$ cat src/rtl/hazard_freeze_ctrl.sv
// -----------------------------------------------------------------------------
// hazard_freeze_ctrl
//
// Purpose:
//   Pipeline hazard detection and memory-access freeze control for an in-order
//   pipeline.
//   - A combinational data-hazard detector requests an IF/ID stall and an
//     ID/EX bubble.
//   - A four-state memory FSM (IDLE, REQ, WAIT, ERROR) freezes the whole
//     pipeline while a load/store is outstanding.
//   - A timeout counter makes a memory access that never completes end in a
//     sticky error.
//   - A freeze always takes priority over a hazard stall/bubble.
//
// Optional feature:
//   HAZARD_STALL_COUNTER_EN
//     Defined:   stall_count is a saturating count of cycles in which the
//                pipeline was stalled or frozen.
//     Undefined: stall_count is tied to zero and no counter register exists.
//
// Parameters:
//   MEM_TIMEOUT     Maximum number of WAIT cycles without mem_ready before the
//                   access is declared failed (range 2..255).
//
// Ports:
//   clk             Rising-edge clock for all state.
//   rst             Synchronous, active-high reset.
//   forward_en      Forwarding unit enabled (only load-use hazards stall).
//   id_valid        ID stage holds a valid instruction.
//   src1, src2      ID-stage source register numbers.
//   two_src         src2 is actually read by the ID instruction.
//   exe_wb_en       EXE-stage instruction writes back.
//   exe_mem_r_en    EXE-stage instruction is a load.
//   exe_dst         EXE-stage destination register.
//   mem_wb_en       MEM-stage writeback enable.
//   mem_dst         MEM-stage destination register.
//   mem_access_req  MEM-stage instruction is a load or store.
//   mem_ready       Memory controller completes the access (used in WAIT only).
//   stall_if_id     Hold the PC and the IF/ID register.
//   bubble_id_ex    Load a NOP into ID/EX.
//   freeze_pipe     Hold every pipeline register.
//   mem_start       One-cycle access-start pulse (the REQ cycle).
//   mem_error       Sticky memory-timeout flag.
//   stall_count     Stall statistics (see optional feature above).
// -----------------------------------------------------------------------------
module hazard_freeze_ctrl #(
  parameter int MEM_TIMEOUT = 255
) (
  input  logic        clk,
  input  logic        rst,
  input  logic        forward_en,
  input  logic        id_valid,
  input  logic [3:0]  src1,
  input  logic [3:0]  src2,
  input  logic        two_src,
  input  logic        exe_wb_en,
  input  logic        exe_mem_r_en,
  input  logic [3:0]  exe_dst,
  input  logic        mem_wb_en,
  input  logic [3:0]  mem_dst,
  input  logic        mem_access_req,
  input  logic        mem_ready,
  output logic        stall_if_id,
  output logic        bubble_id_ex,
  output logic        freeze_pipe,
  output logic        mem_start,
  output logic        mem_error,
  output logic [15:0] stall_count
);

  typedef enum logic [1:0] {
    IDLE  = 2'd0,
    REQ   = 2'd1,
    WAIT  = 2'd2,
    ERROR = 2'd3
  } state_t;

  // The counter holds the number of completed WAIT cycles. When the final
  // permitted cycle also lacks mem_ready, the access times out.
  localparam logic [7:0] TIMEOUT_LAST = 8'(MEM_TIMEOUT - 1);

  state_t     state;
  state_t     state_next;
  logic [7:0] wait_cnt;
  logic       hazard;
  logic       src1_exe_hit;
  logic       src2_exe_hit;
  logic       src1_mem_hit;
  logic       src2_mem_hit;

  // Register-match terms shared by both hazard modes.
  assign src1_exe_hit = (src1 == exe_dst);
  assign src2_exe_hit = two_src & (src2 == exe_dst);
  assign src1_mem_hit = (src1 == mem_dst);
  assign src2_mem_hit = two_src & (src2 == mem_dst);

  // Hazard detection: load-use only when forwarding, full RAW check otherwise.
  always_comb begin
    hazard = 1'b0;
    if (!id_valid) begin
      hazard = 1'b0;
    end else if (forward_en) begin
      hazard = exe_mem_r_en & exe_wb_en & (src1_exe_hit | src2_exe_hit);
    end else begin
      hazard = (exe_wb_en & (src1_exe_hit | src2_exe_hit)) |
               (mem_wb_en & (src1_mem_hit | src2_mem_hit));
    end
  end

  // Memory FSM next state and freeze decode.
  // freeze_pipe is already high in the IDLE cycle that raises a request,
  // so the memory instruction stays in MEM until the access completes.
  always_comb begin
    state_next  = state;
    freeze_pipe = 1'b0;
    case (state)
      IDLE: begin
        if (mem_access_req) begin
          state_next  = REQ;
          freeze_pipe = 1'b1;
        end else begin
          state_next  = IDLE;
          freeze_pipe = 1'b0;
        end
      end
      REQ: begin
        state_next  = WAIT;
        freeze_pipe = 1'b1;
      end
      WAIT: begin
        if (mem_ready) begin
          // Release the pipeline in the completing cycle itself.
          state_next  = IDLE;
          freeze_pipe = 1'b0;
        end else if (wait_cnt == TIMEOUT_LAST) begin
          state_next  = ERROR;
          freeze_pipe = 1'b1;
        end else begin
          state_next  = WAIT;
          freeze_pipe = 1'b1;
        end
      end
      ERROR: begin
        state_next  = ERROR;
        freeze_pipe = 1'b1;
      end
      default: begin
        state_next  = IDLE;
        freeze_pipe = 1'b0;
      end
    endcase
  end

  assign mem_start    = (state == REQ);
  assign stall_if_id  = hazard & ~freeze_pipe;
  assign bubble_id_ex = hazard & ~freeze_pipe;

  // FSM state register.
  always_ff @(posedge clk) begin
    if (rst) begin
      state <= IDLE;
    end else begin
      state <= state_next;
    end
  end

  // Wait counter: WAIT is only ever entered from REQ, so clearing in REQ
  // clears on entry to WAIT.
  always_ff @(posedge clk) begin
    if (rst) begin
      wait_cnt <= 8'd0;
    end else if (state == REQ) begin
      wait_cnt <= 8'd0;
    end else if ((state == WAIT) && !mem_ready) begin
      wait_cnt <= wait_cnt + 8'd1;
    end
  end

  // Sticky timeout flag, raised on the edge that enters ERROR.
  always_ff @(posedge clk) begin
    if (rst) begin
      mem_error <= 1'b0;
    end else if (state_next == ERROR) begin
      mem_error <= 1'b1;
    end
  end

`ifdef HAZARD_STALL_COUNTER_EN
  logic [15:0] stall_cnt;

  // Saturating count of stalled or frozen cycles.
  always_ff @(posedge clk) begin
    if (rst) begin
      stall_cnt <= 16'h0000;
    end else if ((stall_if_id | freeze_pipe) && (stall_cnt != 16'hFFFF)) begin
      stall_cnt <= stall_cnt + 16'h0001;
    end
  end

  assign stall_count = stall_cnt;
`else
  assign stall_count = 16'h0000;
`endif

endmodule

$ cat config.mk
export PLATFORM = sky130hd
export DESIGN_NAME = hazard_freeze_ctrl
export DESIGN_NICKNAME = d
export VERILOG_FILES = /design/src/rtl/hazard_freeze_ctrl.sv
export SDC_FILE = /design/constraint.sdc
export NUM_CORES = 1
export LEC_CHECK = 0
export ABC_AREA = 1
export CORE_UTILIZATION = 60
export CTS_BUF_LIST = sky130_fd_sc_hd__clkbuf_8
export DETAILED_ROUTE_END_ITERATION = 10
export DONT_BUFFER_PORTS = 1
export HOLD_SLACK_MARGIN = 0.03
export PLACE_DENSITY = 0.76
export SLEW_MARGIN = 20
export SYNTH_ARGS = -nofsm -noshare
export SYNTH_HDL_FRONTEND = slang
export SYNTH_SLANG_ARGS = --single-unit
$ cat constraint.sdc
create_clock -name clk -period 1.48 [get_ports clk]
set_clock_uncertainty 0.2 [all_clocks]
set_input_delay 0.148 -clock clk [delete_from_list [all_inputs] [get_ports clk]]
set_output_delay 0.148 -clock clk [all_outputs]
set_load 0.05 [all_outputs]
==> impl_summary.md, run 1 <==
Run status
The run finished, with violations left. The final reports fail on negative hold slack, negative setup slack.

Logic synthesis
The mean area per synthesized cell is 6.39 µm². Synthesis handed over a netlist of 149 instances. The post-synthesis sequential area ratio is 23.1%.

Summing the areas of all fa, ha and maj instances in the mapped netlist gives 2.63% of the synthesized area. dfxtp_1 takes more of the synthesized area than any other cell. In the post-synthesis netlist, the biggest area contributors are dfxtp_1 (23%), buf_4 (13%), nand2_1 (13%), inv_1 (9.1%), nor2_1 (8.3%). The synthesized cell area is 952 µm². Counting flops and latches in the post-synthesis netlist gives 11. The async set-reset flop share out of synthesis is 0%. The simple logic cell fraction of the synthesized area is 32.9%. The largest family of logic cells by synthesized area is simple AND/OR/NAND/NOR gates.

After synthesis, the share of cell area in mux cells is 0%. Summing the areas of all xor and xnor instances in the mapped netlist gives 8.28% of the synthesized area. Summed over its instances, the top area cell type makes up 23.1% of the synthesized netlist area. The number of different library cells in the post-synthesis netlist is 23. The flip-flop cell with the highest count after synthesis is dfxtp_1.

Counting flops with a built-in enable in the synthesized netlist gives 0. The yosys synthesis warning count is 0. The share of the synthesized area in compound gates (AO/OA/AOI/OAI) is 9.46%.

Layout
After the last flow step, the layout net total stands at 191. The number of filler instances in the final layout is 125. From synthesis to final layout, the design area changed by 15.9%. After routing the design area is 0.00110 mm². The final antenna diode count is 0. Once layout is complete, the utilization of the core stands at 74.1%.

In the final layout, the share of cells above drive strength 1 is 18.5%.

Timing
The worst path setup slack after routing is -136 ps. The worst path uses 109% of the clock period. Setup repair after global routing could not meet its margin everywhere. Hold timing on the final database bottoms out at a slack of -17.6 ps.

For this run, the top clock speed supported by timing is 0.619 GHz. The number of max-slew violations in the final report is 0. Setup violations remaining at the end of the flow were counted as 4. The hold violation total from the final report came to 1.

The time the final worst path needs with I/O delays and setup is 1620 ps.

Critical path
For the worst setup path, the data arrival time is 1270 ps. The critical path goes through inv_2 -> nand2_2 -> and3_4 -> nand2_4 -> a21oi_4 -> buf_12. In this run the worst path has a maximum fanout of 3.

STA puts the critical path data required time at 1130 ps. The largest stage delay on the critical path is 370 ps. On the critical path, the stage with the largest delay is an instance of dfxtp_4.

The startpoint class of the critical path is a flip-flop. The category of the worst setup path capture point is an output port. The critical path is of the reg -> out type.

Flow run
The number of violations of the max-capacitance limit is 0.

Pwr
Power spread over the standard cell area amounts to 782 mW/mm². The static leakage power is 0.582 nW. The maximum vdd ir drop is 633 µV.

Hold path
The class of the tightest hold or removal check is in -> reg.

Clocking
The maximum buffer depth of the clock tree is 2. The count of H-tree levels built during CTS is 1. The TritonCTS clock tree is done. In this run the clock root is driven by a clkbuf_8. The total CTS buffers is 3. The CTS clock-pin slew for the worst setup and hold paths is 50 ps. The clock insertion delay at the later pin of the skew report is 240 ps. The number of hold buffers added after CTS was 1.

The tree built by TritonCTS fans out to 11 sinks.

Drt
The detail route stage leaves a number of antenna-violating nets equal to 0. The final layout contains routed wiring with a total length of 1760 µm. The post-detailed-route DRC marker count is 0. In the final routed layout, each cell accounts on average for 9.86 µm. The number of detailed-routing iterations run before antenna repair is 4. The routed layout has 847 vias. In the routed layout, each cell is associated on average with a via count of 4.76. The detailed router finished its first iteration with 16 violations.

Floorplanning
The vertical extent of the die is 41.8 µm. The die is 41.8 µm wide. 47 I/O pins were placed. The effective utilization at floorplan is 63.9%. After floorplanning, the core was divided into 14 placement rows. After floorplanning, the core was sized to cover 0.00149 mm². The floorplan step defined a die boundary enclosing 0.00175 mm².

Placed design
Before CTS, the worst setup slack after placement is 8.60 ps. Input and output buffers added on the ports amount to 0. The placed instance area is 985 µm². The routability-driven placement congestion ratio is 0.780. The wire-length estimate of the detail-placed layout is 1330 µm.

Global route
Entering global routing, the biggest net connects 8 pins. The final global-route overflow total is 0. The number of antenna violations at the first check in global routing is 0. The all-layer global routing usage is 21.0%.

The wire length of the first global-routing pass is 2810 µm. The via count of the first global-routing pass is 723.
area by class of cell:
type                            count  area (µm²)  area share [%]
Clock buffer                        3        41.3            3.74
Clock inverter                      1        3.75           0.340
Inverter                           25        96.3            8.73
Multi-Input combinational cell    111         599            54.3
Sequential cell                    11         225            20.4
Tap cell                           16        20.0            1.81
Timing Repair Buffer               11         118            10.7
flip-flops by register name, indices dropped and copies added (netlist names):
| signal | cells |
|---|---|
| mem_error | 1 |
| wait_cnt | 8 |
| state | 2 |
cell families (layout without fill, tap and decap cells):
group                    after synthesis  count (layout)
adder cells (fa/ha/maj)                2               2
buffers and inverters                 42              40
other                                  1              16
flip-flops                            11              11
AO/OA/AOI/OAI                         17              17
XOR/XNOR                               9               9
AND/OR/NAND/NOR                       67              67
per-layer routing:
| layer | GRT usage, % | vias to the layer above | routed length [µm] |
|---|---|---|---|
| met4 | 7.74 | 0 | 9 |
| met2 | 37.5 | 31 | 903 |
| met1 | 23.7 | 366 | 741 |
| met3 | 5.22 | 2 | 100 |
| met5 | 0 | - | 0 |
| li1 | - | 448 | - |
power by group:
group | internal, mW | switching [mW] | leakage, nW
clock | 0.182 | 0.112 | 0.0269
combinational | 0.0757 | 0.184 | 0.465
sequential | 0.303 | 0.00618 | 0.0901
total | 0.560 | 0.303 | 0.582
cell usage after synthesis (2+ instances only):
master / count
nor2_2: 2
a21oi_1: 7
buf_4: 17
nand3_1: 4
ha_1: 2
xor2_1: 8
inv_1: 23
inv_2: 2
nor2_1: 21
nand2_1: 32
o21ai_0: 8
dfxtp_1: 11
nand4_1: 2
metrics by stage:
stage / hold WS [ps] / TNS (ps) / instances / total power [mW]
2_1_floorplan: 17.1 / -190 / 164 / 0.545
3_3_place_gp: 20.4 / 0 / 169 / 0.545
3_5_place_dp: 22.5 / 0 / 169 / 0.547
4_1_cts: -37.1 / -254 / 176 / 0.859
5_1_grt: 6.13 / -523 / 178 / 0.906
6_report: -17.6 / -289 / 178 / 0.863
critical path, delay by kind of cell, from the launching register on:
kind,cells,cell delay (ps)
buffers and inverters,2,230
AND/OR/NAND/NOR,3,300
flip-flops,1,370
AO/OA/AOI/OAI,1,130
path summary, 6_finish.rpt:
path                             from  cells after the start                        to  slack [ps]
max               state[1]$_SDFF_PP0_                      6              bubble_id_ex        -140
min                    mem_access_req                      4       state[0]$_SDFF_PP0_         -20
max reg2reg       state[0]$_SDFF_PP0_                      7  wait_cnt[5]$_SDFFE_PP0P_         -10
min reg2reg  wait_cnt[4]$_SDFFE_PP0P_                      1  wait_cnt[4]$_SDFFE_PP0P_         280
what timing repair did:
action | in CTS | in global routing
endpoints found under the setup margin | 3 | 7
buffers inserted | 2 | 2
endpoints found under the hold margin | 11 | 1
gates resized for setup | 7 | 5
pin swaps | 2 | 4
cell usage in the layout, fill, tap and decap left out, types with 2 or more instances in the layout:
| cell type | count |
|---|---|
| a21oi_1 | 6 |
| buf_12 | 2 |
| buf_4 | 6 |
| buf_6 | 2 |
| clkbuf_8 | 3 |
| conb_1 | 16 |
| dfxtp_1 | 9 |
| ha_1 | 2 |
| inv_1 | 23 |
| inv_2 | 2 |
| nand2_1 | 30 |
| nand2_2 | 2 |
| nand3_1 | 4 |
| nand4_1 | 2 |
| nor2_1 | 20 |
| nor2_2 | 2 |
| nor2_4 | 2 |
| o21ai_0 | 8 |
| xor2_1 | 8 |
(Power assumes the default switching activity.)
==> run 2: changes to the inputs <==
Settings changed: CORE_UTILIZATION 60 to 65, PLACE_DENSITY 0.76 to 0.81.
==> impl_summary.md, run 2 (synthesized netlist as in run 1, its figures left out) <==
Pwr
The static leakage power is 0.594 nW (+1.9%). The maximum vdd ir drop is 847 µV (+34%). The sum of internal, switching and leakage power is 0.887 mW (+2.8%).

The total power divided by cell area is 791 mW/mm² (+1.2%).

Critical path
Among cell families on the critical path, the largest total delay comes from flip-flops. The data required time at the worst endpoint is 1130 ps (about the same). The biggest fanout along the worst timing path is 3 (unchanged).

The launch instance of the worst register-to-register path is state[1]$_SDFF_PP0_. The critical path buffer and inverter count is 2 (unchanged). The capture instance of the worst register-to-register path is state[0]$_SDFF_PP0_. The length in cells of the worst reg-to-reg path came to 10 (+3). The largest stage delay on the critical path came to 370 ps (about the same).

The critical path is of the reg -> out type. The number of gates on the worst path with buffers counted is 6 (unchanged). The worst path arrival time is 1290 ps (+20 ps). The minimum setup slack among reg-to-reg paths is -140 ps (-130 ps).

The startpoint class of the critical path is a flip-flop. The cell with the largest stage delay on the worst path is dfxtp_4. The signal on the critical path passes through inv_2 -> nand2_2 -> and3_4 -> nand2_4 -> a21oi_4 -> buf_12.

The most critical setup path has its endpoint at stall_if_id. The startpoint of the most critical setup path is state[1]$_SDFF_PP0_. The category of the worst setup path capture point is an output port.

Clocking
The buffer cell driving the clock tree root is clkbuf_8. The maximum buffer depth of the clock tree came to 2 (unchanged). The clock sink count is 11 (unchanged). The clock insertion delay at the later pin of the skew report is 240 ps (about the same). The total CTS buffers came to 3 (unchanged).

The TritonCTS clock tree is done. The CTS clock-pin slew for the worst setup and hold paths is 50 ps (about the same). The count of H-tree levels built during CTS came to 1 (unchanged).

Drt
The total wirelength of the detailed-routed design is 2060 µm (+18%). The violation count after the first detailed-routing iteration is 16 (unchanged). The number of detailed-routing iterations run before antenna repair is 4 (unchanged).

The routed wirelength normalized by instance count is 11.5 µm (+16%). The number of vias in the routed layout was 869 (+2.6%). The post-detailed-route DRC marker count is 0 (unchanged). The average via count per standard cell is 4.83 (+1.5%). The count of nets left with antenna violations after detail routing is 0 (unchanged).

Global route
The number of antenna violations at the first check in global routing came to 0 (unchanged). The via count of the first global-routing pass is 760 (+5.1%). The largest net degree at the start of global routing is 8 (unchanged). The final global-route overflow total is 0 (unchanged).

The wire length of the first global-routing pass is 2840 µm (+1.2%). The all-layer global routing usage is 26.8% (+5.9 points).

Floorplanning
The x dimension of the die is 40.3 µm (-3.7%). The area of the die came to 0.00162 mm² (-7.3%). The area of the core came to 0.00133 mm² (-10%). The effective utilization at floorplan came to 71.4% (+7.4 points).

The vertical extent of the die is 40.3 µm (-3.7%). The number of placement rows is 13 (-1). The number of top-level design ports is 47 (unchanged).

Hold path
The min-delay analysis places its worst path in the category in -> reg. The worst hold path cell count was 4 (unchanged).

Run status
The final reports fail on negative setup slack. The run finished, with violations left.

Timing
Setup repair after global routing could not meet its margin everywhere. The post-route worst hold slack is 97.2 ps (+115 ps). The worst path setup slack after routing was -157 ps (-20.7 ps).

The setup violation total in the final timing report is 5 (+1). The achievable clock frequency is 0.611 GHz (-1.3%). The number of max-slew violations in the final report is 0 (unchanged). The hold violation total from the final report is 0 (-1). The final cycle utilization of the critical path is 111% (+1.4 points).

The time the final worst path needs with I/O delays and setup was 1640 ps (+20.7 ps). The total negative setup slack was -592 ps (-303 ps).

Placed design
The routability-driven placement congestion ratio came to 0.798 (+2.3%). The detailed placer's ending HPWL is 1450 µm (+9.6%). The port buffer count is 0 (unchanged).

Layout
The signed area change from the synthesized netlist to the final layout is 17.7%. The register bank with the most flops is wait_cnt. In the final layout, the registers with the most flip-flops are wait_cnt x8, state x2, mem_error x1. The net count reported at finish is 194 (+1.6%). Leaving out fill and tap cells, the most frequent cells in the layout are nand2_1 (30), inv_1 (21), nor2_1 (19). The number of flip-flops under the largest register name is 8 (unchanged). The commonest non-fill, non-tap cell in the layout is nand2_1. The fraction of layout cells with a size suffix above 1 is 21.8% (+3.3 points). The final antenna diode count is 0 (unchanged). The number of filler instances in the final layout is 90 (-28%).

Flow run
The number of violations of the max-capacitance limit is 0 (unchanged).
==> run 2: metrics by stage <==
stage	cells	utilization (%)	setup slack (ps)	area, µm²
finish	180	84.1	-157	1120
floorplan	164	-	-190	1030
CTS	178	82.4	-139	1100
global placement	167	73.2	39.8	976
global route	180	84.1	-205	1120
detailed placement	167	73.2	-5.53	976
==> run 2: final cells by class <==
cell class	count	area (µm²)	share of cell area (%)
Multi-Input combinational cell	111	602	53.7
Sequential cell	11	225	20.1
Timing Repair Buffer	14	133	11.8
Inverter	25	96.3	8.59
Clock buffer	3	41.3	3.68
Tap cell	15	18.8	1.67
Clock inverter	1	5.00	0.446
==> run 2: repair_timing <==
action	in CTS	in global routing
gates cloned	0	0
setup buffers	6	2
gates resized for setup	9	4
setup endpoints to repair	3	7
pin swaps	2	1
hold buffers	1	0
endpoints found under the hold margin	11	0
==> run 2: how the worst min path moves through the flow <==
stage          slack [ps]             endpoint      start
6_report              100  state[1]$_SDFF_PP0_  mem_ready
2_1_floorplan          20  state[1]$_SDFF_PP0_        rst
5_1_grt               100  state[1]$_SDFF_PP0_  mem_ready
4_1_cts                90  state[1]$_SDFF_PP0_  mem_ready
3_5_place_dp           20  state[1]$_SDFF_PP0_        rst
3_3_place_gp           20  state[0]$_SDFF_PP0_        rst
==> run 2: power by group <==
group	internal, mW	switching (mW)	leakage, nW
combinational	0.0842	0.193	0.478
clock	0.185	0.116	0.0255
sequential	0.302	0.00712	0.0901
==> run 2: tightest hold or removal path, delay by kind of cell <==
family	cells	cell delay, ps
AOI/OAI and AO/OA	1	70
buffers and inverters	2	190
and+or+nand+nor	1	80
==> run 2: per-layer routing <==
layer / GRT usage, % / wire length (µm)
met5: 0 / 0
met4: 9.17 / 35
met3: 7.22 / 112
met2: 54.0 / 1150
met1: 25.3 / 765
